$ cat config.mk
export PLATFORM = sky130hd
export DESIGN_NAME = register_write_bank
export DESIGN_NICKNAME = d
export VERILOG_FILES = /design/src/rtl/register_write_bank_pkg.sv /design/src/rtl/decoder_5to32.sv /design/src/rtl/register_write_bank.sv
export SDC_FILE = /design/constraint.sdc
export NUM_CORES = 2
export LEC_CHECK = 0
export BUFFER_PORTS_ARGS = -buffer_cell sky130_fd_sc_hd__buf_2
export CAP_MARGIN = 40
export CORE_AREA = 2 2 446 448
export CTS_BUF_LIST = sky130_fd_sc_hd__clkbuf_2
export DETAILED_ROUTE_END_ITERATION = 10
export DIE_AREA = 0 0 448 450
export PLACE_DENSITY = 0.36
export SLEW_MARGIN = 10
export SYNTH_ARGS = -nofsm -noshare
export SYNTH_HDL_FRONTEND = slang
export SYNTH_SLANG_ARGS = --single-unit
$ cat constraint.sdc
create_clock -name clk -period 1.5 [get_ports clk]
set_input_delay 0 -clock clk [delete_from_list [all_inputs] [get_ports clk]]
set_output_delay 0 -clock clk [all_outputs]
set_load 0.1 [all_outputs]
$ cat src/rtl/register_write_bank_pkg.sv
// Shared widths, register indices and the flat-bus slice convention for the integer register file.
package register_write_bank_pkg;

  localparam int unsigned DATA_W   = 32;
  localparam int unsigned ADDR_W   = 5;
  localparam int unsigned NUM_REGS = 2 ** ADDR_W;
  localparam int unsigned FLAT_W   = NUM_REGS * DATA_W;
  localparam int unsigned CNT_W    = 16;

  localparam logic [ADDR_W-1:0] REG_ZERO = ADDR_W'(0);
  localparam logic [ADDR_W-1:0] REG_RA   = ADDR_W'(31);

  // Register k lives at bits [DATA_W*k +: DATA_W] of the flat bus.
  function automatic int unsigned slice_lo(input int unsigned k);
    return k * DATA_W;
  endfunction

endpackage

$ cat src/rtl/decoder_5to32.sv
// One-hot destination decoder; all-zero when not enabled.
module decoder_5to32
  import register_write_bank_pkg::*;
(
  input  logic              en,
  input  logic [ADDR_W-1:0] addr,
  output logic [NUM_REGS-1:0] onehot
);

  // Enable gates the index so an unknown addr with en=0 yields zero.
  always_comb begin
    onehot = '0;
    if (en) onehot[addr] = 1'b1;
  end

endmodule

$ cat src/rtl/register_write_bank.sv
// Write side of the 32x32 integer register file: storage, write decode,
// last-write record for WB-to-ID forwarding, and a committed-write counter.
module register_write_bank
  import register_write_bank_pkg::*;
(
  input  logic                clk,
  input  logic                rst,
  input  logic                wr_en,
  input  logic [ADDR_W-1:0]   wr_addr,
  input  logic [DATA_W-1:0]   wr_data,
  output logic [FLAT_W-1:0]   regs_flat,
  output logic [NUM_REGS-1:0] wr_strobe,
  output logic                last_wr_valid,
  output logic [ADDR_W-1:0]   last_wr_addr,
  output logic [DATA_W-1:0]   last_wr_data,
  output logic [CNT_W-1:0]    wr_count
);

  logic commit;

  decoder_5to32 u_dec (
    .en     (wr_en),
    .addr   (wr_addr),
    .onehot (wr_strobe)
  );

  assign commit = wr_en & (wr_addr != REG_ZERO);

  assign regs_flat[slice_lo(0) +: DATA_W] = '0;

  for (genvar k = 1; k < NUM_REGS; k++) begin : g_reg
    logic [DATA_W-1:0] q;

    always_ff @(posedge clk) begin
      if (rst)               q <= '0;
      else if (wr_strobe[k]) q <= wr_data;
    end

    assign regs_flat[slice_lo(k) +: DATA_W] = q;
  end

  // Address/data hold their last committed values when no write commits.
  always_ff @(posedge clk) begin
    if (rst) begin
      last_wr_valid <= 1'b0;
      last_wr_addr  <= '0;
      last_wr_data  <= '0;
      wr_count      <= '0;
    end else begin
      last_wr_valid <= commit;
      if (commit) begin
        last_wr_addr <= wr_addr;
        last_wr_data <= wr_data;
        wr_count     <= wr_count + CNT_W'(1);
      end
    end
  end

endmodule

---- After elaboration in Yosys (flattened, before gate mapping) ----
Index checks and enable logic that the tools add are counted.
word-level totals
  latch bits .............................. 0
  memory bits (read-only) ................. 0
  output and inout bits ................... 1110
  memory bits (writable) .................. 0
  bits of input ports ..................... 40
  register bits ........................... 1046
  logic and storage cells ................. 44
  memories kept ........................... 0
cells by class
  $lt $le $gt $ge ......................... 2
  reduce and logical (&&, ||, !) cells .... 2
  multiply operators ...................... 0
  bitwise logic cells ..................... 1
  multiplexer cells ....................... 3
  add/subtract/negate cells ............... 1
  eq/ne operators ......................... 0
  div/mod/pow operators ................... 0
  shift operators ......................... 0
operators with widths
  cell                                                                          count
  32-bit two-way mux                                                            1
  16-bit by 1-bit adder with 16-bit output, second input constant               1
  5-bit by 6-bit less-than comparator with 1-bit output, second input constant  1
  1-bit demux with 5-bit select                                                 1
  5-bit by 1-bit >= comparator with 1-bit output, second input constant         1
  5-bit nonzero test                                                            1
  1-bit AND                                                                     1
  1-bit logical AND                                                             1
  1-bit two-way mux                                                             1

---- Depth between registers and ports, before layout ----
  depth after elaboration ................. 5
  gate-level depth with buffers ........... 7
  mapped depth without buffers ............ 5

---- By module ----
Synthesis repeated with hierarchy kept, for this count alone.
second synthesis, totals
  cells, all modules ...................... 3638
  area, all modules ....................... 37429.6 um2
modules (own cells, without submodules)
  module               seq. area each (um2)  cells an instance  area each (um2)  instances
  register_write_bank  20940.1               3591               37199.4          1
  decoder_5to32        0.0                   47                 230.2            1

---- Worst setup path before layout ----
No wires, ideal clock.
  path kind ............................... register to register
  start point ............................. register wr_count[0]
  end point ............................... register wr_count[14]
  clock period less this slack ............ 2479 ps
  data required time ...................... 1430 ps
  setup time .............................. 70 ps
  setup slack ............................. -979 ps
  cell stages (with the launch flop) ...... 7
  arrival time ............................ 2408 ps
  path buffers ............................ 1
  cells stage by stage .................... dfxtp_1 -> ha_1 -> nand2_1 -> a211o_1 -> buf_2 -> or4_1 -> a21oi_1
between the ends
  longest elaborated chain between the ends .. 1
ends and longest elaborated chain
  element                                   line                       source
  start: declaration                        register_write_bank.sv:16  output logic [CNT_W-1:0] wr_count
  start signal: assignment                  register_write_bank.sv:54  wr_count <= wr_count + CNT_W'(1);
  16-bit by 1-bit adder with 16-bit output  register_write_bank.sv:54
No other way between the ends.
A chain may end at the register's enable or synchronous reset.

---- Final worst setup path ----
  start point ............................. input wr_addr[2]
  end point ............................... output wr_strobe[23]
between the ends
  longest elaborated chain between the ends .. 5
  elaborated cells on any way between the ends .. 6
  classes of those cells .................. order compare (2); mux (3); reduce/logical (1)
ends and longest elaborated chain
  element                                                                                                                                        line                       source
  start: declaration                                                                                                                             register_write_bank.sv:9   input logic [ADDR_W-1:0] wr_addr,
  5-bit by 6-bit less-than comparator with 1-bit output (not written as such) or 5-bit by 1-bit >= comparator with 1-bit output (tied branches)  decoder_5to32.sv:13        if (en) onehot[addr] = 1'b1;
  1-bit logical AND (not written as such)                                                                                                        decoder_5to32.sv:13
  1-bit two-way mux (not written as such)                                                                                                        decoder_5to32.sv:13
  1-bit demux with 5-bit select (*)                                                                                                              n/a
  32-bit two-way mux (*)                                                                                                                         decoder_5to32.sv:13
  end: declaration                                                                                                                               register_write_bank.sv:12  output logic [NUM_REGS-1:0] wr_strobe,
Mark *: on every way between the ends. The rest lies on a longest branch, timed or not.

==> results_dict.tcl <==
set metrics [dict create \
    power_switching_mw 19.0 \
    pwr-share-seq_pct 49.0 \
    yosysTopAreaCellShare_pct 57.4 \
    fin_hold_ws_ns -0.971 \
    grt_pass1_vias 44100 \
    status "finished with violations" \
    path_common_cell "buf_12" \
    cp.arrival_ns 2.41 \
    setup_viol 1607 \
    fillers 19100 \
    clkLatencyLatePin_ns 1.71 \
    cp_num_buf_inv 6 \
    synth_top_flop_cell "dfxtp_1" \
    core_area_mm2 0.197 \
    synth_enable_flop_cells 0 \
    path_class "primary input to output pin" \
    p_leak_nw 28.2 \
    critPathSlowestCell "dlygate4sd3_1" \
    numCtsBuffers 326 \
    row_count 163 \
    dieArea_mm2 0.202 \
    synth_cell_types 44 \
    fin_cells 10200 \
    antenna_found_initial 18 \
    combPwrFrac_pct 13.4 \
    synth_area_mm2 0.0365 \
    tightest_slew_ns 1.16 \
    grt-ovfl-total 0 \
    dr.first_iter.drc_count 3022 \
    async_flop_share_pct 0 \
    p_clk_share_pct 37.6 \
    ant_nets 0 \
    cp_cell_sequence "buf_6, dlygate4sd3_1, and3b_1, buf_12, nand2_1, inv_1, buf_12, buf_12" \
    p_sw_share_pct 33.0 \
    violations "hold timing, setup timing" \
    seq_area_frac_synth_pct 57.4 \
    grt_start_max_net_pins 98 \
    dr.pass1.iters 6 \
    clock_skew_ns 0.0645 \
    rsz0062_at_grt "yes" \
    wire_per_inst_um 23.8 \
    yosysTopAreaCell "dfxtp_1" \
    place_inst 8305 \
    vias 45200 \
    syn_inst 4728 \
    slowest_delay_ns 1.08 \
    end_kind "output pin" \
    cts_buffer_depth 4 \
    path_clk_slew_ns 0.12 \
    root_buffer "clkbuf_2" \
    htree_num_levels 5 \
    drc 0 \
    die_h_um 450 \
    path_max_fanout 33 \
    cp-start-kind "primary input" \
    ys_seq_elements 1046 \
    yosys-top-cells-area "dfxtp_1 (57%), nand2_1 (21%), a21oi_1 (14%)" \
    hold_viol 184 \
    power.density_mw_per_mm2 700 \
    viasPerCell 4.44 \
    clock_sinks 1046 \
    cts_tree "done" \
    cap_violations 0 \
    grt_pass1_wl_mm 330 \
    hpwl_mm 141 \
    postLayoutCoreUtil_pct 41.7 \
    required_ns 1.50 \
    max_freq_mhz 416 \
    dieWidth_um 448 \
    avgSynthCellArea_um2 7.72 \
    ir_drop_mv 0.426 \
    start_util_pct 18.6 \
    slew_headroom_pct 22.4 \
    timing.final.crit_share_pct 160 \
    syn2layout_area_growth_pct 125 \
    internal-power_mw 38.5 \
    grt_util_all_layers_pct 22.9 \
    gp_congestion 0.804 \
    io_pins 1150 \
    finalWirelength_mm 242 \
    layout-drive-gt1-share_pct 41.2 \
    yosys_warnings 0 \
    slew_violations 0 \
    fin_ws_ns -0.905 \
    period_needed_ns 2.41 \
    nets 7402 \
    path_delay_family "buffers and inverters" \
    hp-class "primary input to flop" \
    io_buffers 1117 \
]
through the flow:
step / setup TNS [ns] / instance area [um2] / power, mW / hold slack, ns / setup slack, ns
after floorplan: -1.10 / 36700 / 32.3 / 0.136 / -0.356
after global placement: -88.77 / 47600 / 34.7 / 0.310 / -0.269
after detailed placement: -114.10 / 47600 / 34.7 / 0.314 / -0.317
after CTS: -1349.32 / 75200 / 58.0 / -1.30 / -1.28
after global routing: -1158.50 / 82000 / 60.1 / -1.20 / -1.15
final: -878.40 / 82100 / 57.4 / -0.971 / -0.905
path summary, 6_finish.rpt:
path                                 startpoint              end  slack [ns]  cells past startpoint
worst max-delay path                 wr_addr[2]    wr_strobe[23]       -0.91                      8
worst min-delay path                 wr_addr[1]    g_reg[3].q[3]       -0.97                      6
worst max register to register      wr_count[1]     wr_count[14]       -0.29                      7
worst min register to register  g_reg[31].q[27]  g_reg[31].q[27]        0.48                      2
placed cells by master, fill, tap and decap left out, types with 32 or more instances in the layout:
cell	Yosys	final
dfxtp_2	0	936
clkbuf_2	0	456
buf_12	0	1261
a21oi_1	1032	1032
dfxtp_4	0	110
nand2_1	2090	2077
clkinv_1	0	42
dlygate4sd3_1	0	1160
conb_1	1	32
buf_4	32	216
layout make-up:
cell class,instances,area (um2),area share [%]
Inverter,37,143,0.174
Multi-Input combinational cell,3231,13800,16.8
Clock inverter,50,223,0.271
Sequential cell,1046,22500,27.4
Antenna cell,7,17.5,0.0213
Timing Repair Buffer,2719,39800,48.5
Tap cell,2640,3300,4.03
Clock buffer,456,2280,2.78
registers in the layout (all words and copies together) (netlist names):
register and cells:
g.q 992, last_wr_addr 5, last_wr_data 32, last_wr_valid 1, wr_count 16
Yosys cell counts (2+ instances only):
cell	instances
nand4_1	3
inv_2	7
dfxtp_1	1046
inv_1	30
a22oi_1	3
or3_1	3
buf_2	70
and3_1	2
xnor2_1	6
nor3_1	2
buf_1	35
o21ai_0	3
nand3_1	4
nor2b_1	2
a21oi_1	1032
or4_1	2
a211oi_1	2
and3b_1	5
clkbuf_1	308
nor2_1	15
a2111oi_0	3
nand2_1	2090
nor3b_1	3
buf_4	32
metal layers:
| metal | track usage, % | share of wire, % |
|---|---|---|
| met1 | 26.7 | 39 |
| met2 | 38.3 | 48 |
| met3 | 5.93 | 7.2 |
| met4 | 11.8 | 6.1 |
| met5 | 0 | 0.011 |
worst reg2reg max path, stage by stage (launching register included):
cell     delay [ns]
dfxtp_4        0.36
buf_4          0.10
buf_6          0.09
ha_4           0.13
nand2_2        0.06
a211o_1        0.27
or4_1          0.55
a21oi_1        0.15
power by group through the flow:
| stage | Sequential (mW) | Combinational (mW) | Clock, mW |
|---|---|---|---|
| final | 28.1 | 7.71 | 21.6 |
| after global routing | 28.2 | 7.91 | 24.0 |
| after CTS | 28.2 | 7.37 | 22.4 |
| after detailed placement | 28.8 | 5.92 | 0 |
| after global placement | 28.8 | 5.92 | 0 |
| after floorplan | 30.6 | 1.68 | 0 |
kinds of logic after synthesis:
family,count (synthesis),share of synthesized area (%)
AOI/OAI and AO/OA,1052,14.6
xor gates and xnor gates,7,0.168
adders and majority gates,1,0.0343
buffers and inverters,482,5.53
DFF,1046,57.4
muxes,1,0.0309
other,1,0.0103
and+or+nand+nor,2138,22.3
what timing repair did:
action / 4_1_cts / 5_1_grt
setup buffers: 30 / 73
hold endpoints to repair: 1046 / 945
endpoints found under the setup margin: 1070 / 1836
hold buffers: 1241 / 12
pin swaps: 0 / 5
gates cloned: 0 / 2
resized for setup: 3600 / 1751
Power figures use the tool's default switching activity.
